==> src/rtl/mfp_ahb_lite_master.sv <==
// AHB-Lite initiator: valid/ready commands become SINGLE transfers, with address and data phases overlapped.
// Optional build macro MFP_AHB_MASTER_ALIGN_CHECK_EN turns misaligned commands into local-error phantoms.
module mfp_ahb_lite_master (
  input  logic        HCLK,
  input  logic        HRESET,
  input  logic        cmd_valid,
  output logic        cmd_ready,
  input  logic        cmd_write,
  input  logic [31:0] cmd_addr,
  input  logic [1:0]  cmd_size,
  input  logic [31:0] cmd_wdata,
  output logic        rsp_valid,
  output logic        rsp_err,
  output logic [31:0] rsp_rdata,
  output logic [31:0] HADDR,
  output logic [1:0]  HTRANS,
  output logic        HWRITE,
  output logic [2:0]  HSIZE,
  output logic [31:0] HWDATA,
  output logic [2:0]  HBURST,
  output logic        HMASTLOCK,
  output logic [3:0]  HPROT,
  input  logic [31:0] HRDATA,
  input  logic        HREADY,
  input  logic        HRESP
);

  localparam logic [1:0] TRANS_IDLE   = 2'b00;
  localparam logic [1:0] TRANS_NONSEQ = 2'b10;

  function automatic logic [2:0] map_size(input logic [1:0] size);
    return (size == 2'd3) ? 3'b010 : {1'b0, size};
  endfunction

  function automatic logic [31:0] replicate(input logic [1:0] size, input logic [31:0] data);
    case (size)
      2'd0:    return {4{data[7:0]}};
      2'd1:    return {2{data[15:0]}};
      default: return data;
    endcase
  endfunction

  // Address slot
  logic [1:0]  htrans_p0;
  logic [31:0] haddr_p0;
  logic        hwrite_p0;
  logic [2:0]  hsize_p0;
  logic [31:0] wdata_p0;
  // Data slot
  logic        vld_p1;
  logic        write_p1;
  logic [31:0] hwdata_p1;
  // Response
  logic        vld_p2;
  logic        err_p2;
  logic [31:0] rdata_p2;

  logic        err_p0;
  logic        err_p1;
  logic        ld_err;
  logic        dp_done;

`ifdef MFP_AHB_MASTER_ALIGN_CHECK_EN
  function automatic logic misaligned(input logic [1:0] size, input logic [1:0] lsb);
    case (size)
      2'd0:    return 1'b0;
      2'd1:    return lsb[0];
      default: return lsb != 2'b00;
    endcase
  endfunction

  assign ld_err = misaligned(cmd_size, cmd_addr[1:0]);

  // Phantom bit travels through both slots alongside the real transfer state
  always_ff @(posedge HCLK) begin
    if (HRESET) begin
      err_p0 <= 1'b0;
      err_p1 <= 1'b0;
    end else if (HREADY) begin
      err_p1 <= err_p0;
      err_p0 <= cmd_valid && ld_err;
    end
  end
`else
  assign ld_err = 1'b0;
  assign err_p0 = 1'b0;
  assign err_p1 = 1'b0;
`endif

  assign cmd_ready = HREADY;
  assign dp_done   = vld_p1 && HREADY;

  always_ff @(posedge HCLK) begin
    if (HRESET) begin
      htrans_p0 <= TRANS_IDLE;
      haddr_p0  <= '0;
      hwrite_p0 <= 1'b0;
      hsize_p0  <= '0;
      wdata_p0  <= '0;
      vld_p1    <= 1'b0;
      write_p1  <= 1'b0;
      hwdata_p1 <= '0;
      vld_p2    <= 1'b0;
      err_p2    <= 1'b0;
      rdata_p2  <= '0;
    end else begin
      // Address slot -> data slot, and new command into address slot
      if (HREADY) begin
        vld_p1    <= (htrans_p0 == TRANS_NONSEQ) || err_p0;
        write_p1  <= hwrite_p0;
        hwdata_p1 <= wdata_p0;
        if (cmd_valid) begin
          htrans_p0 <= ld_err ? TRANS_IDLE : TRANS_NONSEQ;
          haddr_p0  <= cmd_addr;
          hwrite_p0 <= cmd_write;
          hsize_p0  <= map_size(cmd_size);
          wdata_p0  <= replicate(cmd_size, cmd_wdata);
        end else begin
          htrans_p0 <= TRANS_IDLE;
        end
      end
      // Data phase completion -> response
      vld_p2 <= dp_done;
      if (dp_done) begin
        err_p2   <= HRESP | err_p1;
        rdata_p2 <= (write_p1 || err_p1) ? 32'h0 : HRDATA;
      end
    end
  end

  assign HTRANS    = htrans_p0;
  assign HADDR     = haddr_p0;
  assign HWRITE    = hwrite_p0;
  assign HSIZE     = hsize_p0;
  assign HWDATA    = hwdata_p1;
  assign HBURST    = 3'b000;
  assign HMASTLOCK = 1'b0;
  assign HPROT     = 4'b0011;
  assign rsp_valid = vld_p2;
  assign rsp_err   = err_p2;
  assign rsp_rdata = rdata_p2;

endmodule

==> config.mk <==
export PLATFORM = sky130hd
export DESIGN_NAME = mfp_ahb_lite_master
export DESIGN_NICKNAME = d
export VERILOG_FILES = /design/src/rtl/mfp_ahb_lite_master.sv
export SDC_FILE = /design/constraint.sdc
export NUM_CORES = 1
export LEC_CHECK = 0
export CAP_MARGIN = 20
export CELL_PAD_IN_SITES_DETAIL_PLACEMENT = 1
export CELL_PAD_IN_SITES_GLOBAL_PLACEMENT = 2
export CORE_UTILIZATION = 26
export DETAILED_ROUTE_END_ITERATION = 16
export PLACE_DENSITY = 0.81
export SLEW_MARGIN = 20
export SYNTH_ARGS = -nofsm -noshare
export SYNTH_HDL_FRONTEND = slang
export SYNTH_SLANG_ARGS = --single-unit
==> constraint.sdc <==
create_clock -name HCLK -period 3.1 [get_ports HCLK]
set_input_delay 0.465 -clock HCLK [delete_from_list [all_inputs] [get_ports HCLK]]
set_output_delay 0.465 -clock HCLK [all_outputs]
set_load 0.01 [all_outputs]
* Word-level counts from Yosys, hierarchy flattened
Index checks and enable logic that the tools add are counted.
W data, S select, Z words.
** Storage, ports and cells
- Register bits after elaboration :: 138
- Output and inout port bits :: 113
** Cells by class
- Equality and inequality tests :: 3
- Muxes and demuxes :: 4
- Reduce and logical (&&, ||, !) cells :: 3
** Operators with widths (count)
- $pmux W32 S2 :: 1
- $mux W32 :: 1
- $eq A2 B2 Y1 const B :: 2
- $mux W2 :: 2
- $eq A2 B1 Y1 const B :: 1
- $logic_not A2 Y1 :: 1
- $reduce_and A2 Y1 :: 1
- $logic_and A1 B1 Y1 :: 1

* Logic depth before layout (Yosys ltp)
- Depth after elaboration :: 2
- Gate-level depth with buffers :: 6

* Worst setup path before layout
Ideal clock, no wire load.
- Kind :: input port to flip-flop
- Start point :: input port cmd_size[1]
- End point :: register wdata_p0[15]
- Setup time :: 0.088 ns
- Data arrival time :: 1.179 ns
- Data required time :: 3.012 ns
- Setup slack :: 1.833 ns
- Stages on the path :: 5
- Path through :: buf_6 nor2_4 buf_6 nand2_1 a311oi_2
** Between the ends
- Word-level cells in the longest chain between the ends :: 2
** Ends and longest elaborated chain
- start, declared :: line 10 : input logic [1:0] cmd_size,
- $eq A2 B1 Y1 or $logic_not A2 Y1 (tied branches) :: line 36 : case (size)
- $pmux W32 S2 * :: line 36
- end signal, assigned :: line 117 : wdata_p0 <= replicate(cmd_size, cmd_wdata);
- end, declared :: line 48 : logic [31:0] wdata_p0;
Every way passes the cells marked *; elsewhere a longest branch is shown, timed or not.
A chain may end at the register's enable or synchronous reset.

* Worst setup path after layout
- Start point :: input port HREADY
- End point :: output port cmd_ready
** RTL lines
- start, declared :: line 24 : input logic HREADY,
- end, declared :: line 7 : output logic cmd_ready,
No word-level cell between the ends.

==> Implementation_results.wiki <==
{| class="wikitable"
! Metric !! Value
|-
| Peak supply drop || 375.0 µV
|-
| Ordered list of cells on the worst path || buf_4 -> clkdlybuf4s50_1
|-
| Synthesis Warnings || 0
|-
| Sequential cell area fraction in the yosys report || 50.63%
|-
| Min-Delay Path Class || flop to flop
|-
| Clock-pin slew on the worst setup and hold paths || 0.05 ns
|-
| Gate family responsible for the most delay along the worst path || buffers and inverters
|-
| Chip width || 145.8 µm
|-
| P_leak || 2.959 nW
|-
| Vertical extent of the die || around 150 µm
|-
| Highest-count cells in the layout ignoring fill and taps || 204 x clkdlybuf4s50_1, 136 x dfxtp_1, 135 x nand2_1, 77 x a21oi_1, 52 x nor2_1
|-
| Placed cell areas || 7526 µm²
|-
| Detailed Routing Iterations Pass 1 || 6
|-
| Area of the core region || ~20,000 µm²
|-
| Number of H-tree levels || 4
|-
| P&R area growth vs syn || 51.35%
|-
| Achievable frequency || 503.1 MHz
|-
| Final design area excluding fillers || 8139 µm²
|-
| Syn Area/Cell || 9.177 µm²
|-
| FF+latch count, synth || 136
|-
| Number of setup buffers added after CTS || 0
|-
| PnR worst setup slack || 1.112 ns
|-
| Share of power burned in registers || 41.8%
|-
| Root buffer cell || clkbuf_16
|-
| Comb pwr share || 11.4%
|-
| Residual overflow from global routing || 0
|-
| Cell Rows || 52
|-
| Internal Dissipation || 3.377 mW
|-
| Most common cell after layout, fill and taps aside || clkdlybuf4s50_1
|-
| Number of violations reported at the end of detailed-routing iteration 0 || 155
|-
| Number of antenna violations at the first check in global routing || 0
|-
| Final Hold Violating Endpoints || 0
|-
| Insertion delay of the later-clocked pin in the worst-skew pair || approximately 0.42 ns
|-
| TritonCTS clock tree || yes
|-
| Setup TNS || 0 ns
|-
| Number of cells in the finished layout apart from fillers || 1,052
|-
| TritonCTS Buffers || 17
|-
| Fin. max-slew vios || 0
|-
| Wire length of the first global-routing pass || 27,620 µm
|-
| Synth area leaders || dfxtp_1 51%, nand2_1 9.5%, mux2i_1 7.8%, a21oi_1 7.2%, nand4b_1 5.2%
|-
| Final critical-path required period || 1.988 ns
|-
| Half-perimeter wire length after placement || around 12,000 µm
|-
| Unrepaired setup endpoints after global routing || false
|-
| Wirelength per Cell || 16.60 µm
|-
| Post-Synthesis Cells || 586
|-
| Result of the run || finished clean
|-
| Startpoint kind of the worst setup timing path || primary input
|-
| ANT cells || 0
|-
| Top FF cell, synth || dfxtp_1
|-
| CP Capture Type || output pin
|-
| Remaining routing DRC violations || 0
|-
| Slowest library cell on the worst path || clkdlybuf4s50_1
|-
| Maximum number of buffers from clock root to sink || 2
|-
| Total wirelength of the detailed-routed design || 17,460 µm
|-
| Count of buffer and inverter cells on the critical path || 2
|-
| Required time reported for the critical path endpoint || around 2.6 ns
|-
| Clock share of power || 46.7%
|-
| Number of enable-type register cells in the synthesized netlist || 0
|-
| Area share of the largest cell type after synthesis || 50.63%
|-
| Die area || around 21,000 µm²
|-
| Proportion of synthesized flip-flops having asynchronous set or reset || 0%
|-
| Switching portion of total power || roughly a quarter
|-
| Maximum fanout along the worst path || 33
|-
| Number of global-route vias before repair || slightly above 5,000
|-
| Gates resized, CTS repair || 0
|-
| Vias || 4,867
|-
| Final antenna-violating net count || 0
|-
| Dominant cell type by area after synthesis || dfxtp_1
|-
| Total routing usage reported by global routing || 16.63%
|-
| Clock Sinks || 136
|-
| Power density relative to cell area || 545.6 nW/µm²
|-
| Ratio of cells with drive above 1 in the final layout || 8.824%
|-
| Max-cap violation count || 0
|-
| Number of distinct library cell variants in the gate-level netlist after synthesis || 27
|-
| Critical Path Max Stage Delay || 0.64 ns
|-
| Data arrival time of the critical path || roughly 1.5 ns
|-
| Largest net degree at the start of global routing || 68
|-
| Vias per cell || roughly 4.6
|-
| Synthesized cell area || 5378 µm²
|-
| Final worst path period share || ~64%
|-
| Pre-CTS WS || around 0.84 ns
|-
| Final RePlAce weighted congestion || 0.7883
|-
| Number of port buffers || 206
|-
| Initial standard-cell utilization of the core || 26.58%
|-
| Slew at the pin closest to its max-slew limit || 0.8623 ns
|-
| Final layout net count || between 800 and 900
|-
| Setup Skew || between 0.006 and 0.007 ns
|-
| Placed Cells || just over 1,000
|-
| Number of buffers inserted by hold repair at cts || 0
|-
| Normalized max-slew margin || 42.43%
|-
| Number of fillers in the final layout || between 2,000 and 2,500
|-
| Final setup violation count || 0
|-
| Crit Path Category || primary input to output pin
|-
| Psw || 1.064 mW
|-
| Number of top-level design ports || approximately 220
|}
-- flip-flops by register name (all words and copies together), names as in the netlist --
signal / cells
HWRITE: 1
HSIZE: 2
rsp_err: 1
rsp_valid: 1
write_p1: 1
HWDATA: 32
HADDR: 32
vld_p1: 1
rsp_rdata: 32
HTRANS: 1
wdata_p0: 32
-- layout make-up --
class	count	area, µm²	share of cell area, %
tap	270	337.8	4.151
clock inverter	10	116.4	1.430
multi-input combinational	396	2321	28.52
clock buffer	22	494.2	6.072
timing repair buffer	218	2147	26.38
sequential	136	2723	33.45
-- per-stage QoR --
stage	hold WS (ns)	power, mW	util, %
2_1_floorplan	0.4360	2.133	-
3_3_place_gp	0.4376	2.394	37.19
3_5_place_dp	0.4448	2.408	37.19
4_1_cts	0.4526	4.512	40.21
5_1_grt	0.4693	4.618	40.22
6_report	0.4467	4.440	40.22
-- synthesized netlist by cell type, types with 2 or more instances --
cell type,count
a311oi_2,9
nand2_1,136
clkbuf_1,17
a21oi_1,77
dfxtp_1,136
o2bb2ai_1,7
buf_4,20
nor2_1,52
a221oi_1,7
mux2i_1,42
buf_2,16
o21bai_1,7
buf_6,5
nand4b_1,32
buf_1,3
conb_1,2
a211oi_2,8
-- cells by family (layout without fill, tap and decap cells) --
group	Yosys count	count (layout)	synth area share (%)
simple gates	228	228	19.66
compound gates	116	116	14.94
buf+inv	62	250	6.817
flops	136	136	50.63
other cells	2	10	0.1397
mux	42	42	7.818
-- power groups by stage --
| stage | combinational, mW | sequential (mW) | clock, mW |
|---|---|---|---|
| 2_1_floorplan | 0.229 | 1.90 | 0 |
| 3_3_place_gp | 0.500 | 1.89 | 0 |
| 3_5_place_dp | 0.512 | 1.90 | 0 |
| 4_1_cts | 0.515 | 1.86 | 2.14 |
| 5_1_grt | 0.550 | 1.87 | 2.20 |
| 6_report | 0.508 | 1.86 | 2.08 |
-- routing by layer --
layer  wire, µm  up-vias  global-route usage [%]
li1           -     2349                       -
met1       7868     2353                   20.86
met2       8412      150                   28.01
met3       1011       15                   4.263
met4        167        0                   4.737
met5          0        -                       0
-- worst paths after layout --
check,start,to,slack [ns],cells after the start
worst max-delay path,HREADY,cmd_ready,1.11,2
worst min-delay path,rsp_rdata[30]$_SDFFE_PP0P_,rsp_rdata[30]$_SDFFE_PP0P_,0.45,2
worst max register to register,write_p1$_SDFFE_PP0P_,rsp_rdata[27]$_SDFFE_PP0P_,1.80,2
worst min register to register,rsp_rdata[30]$_SDFFE_PP0P_,rsp_rdata[30]$_SDFFE_PP0P_,0.45,2
Note: power is estimated with default switching activity, not from simulation.
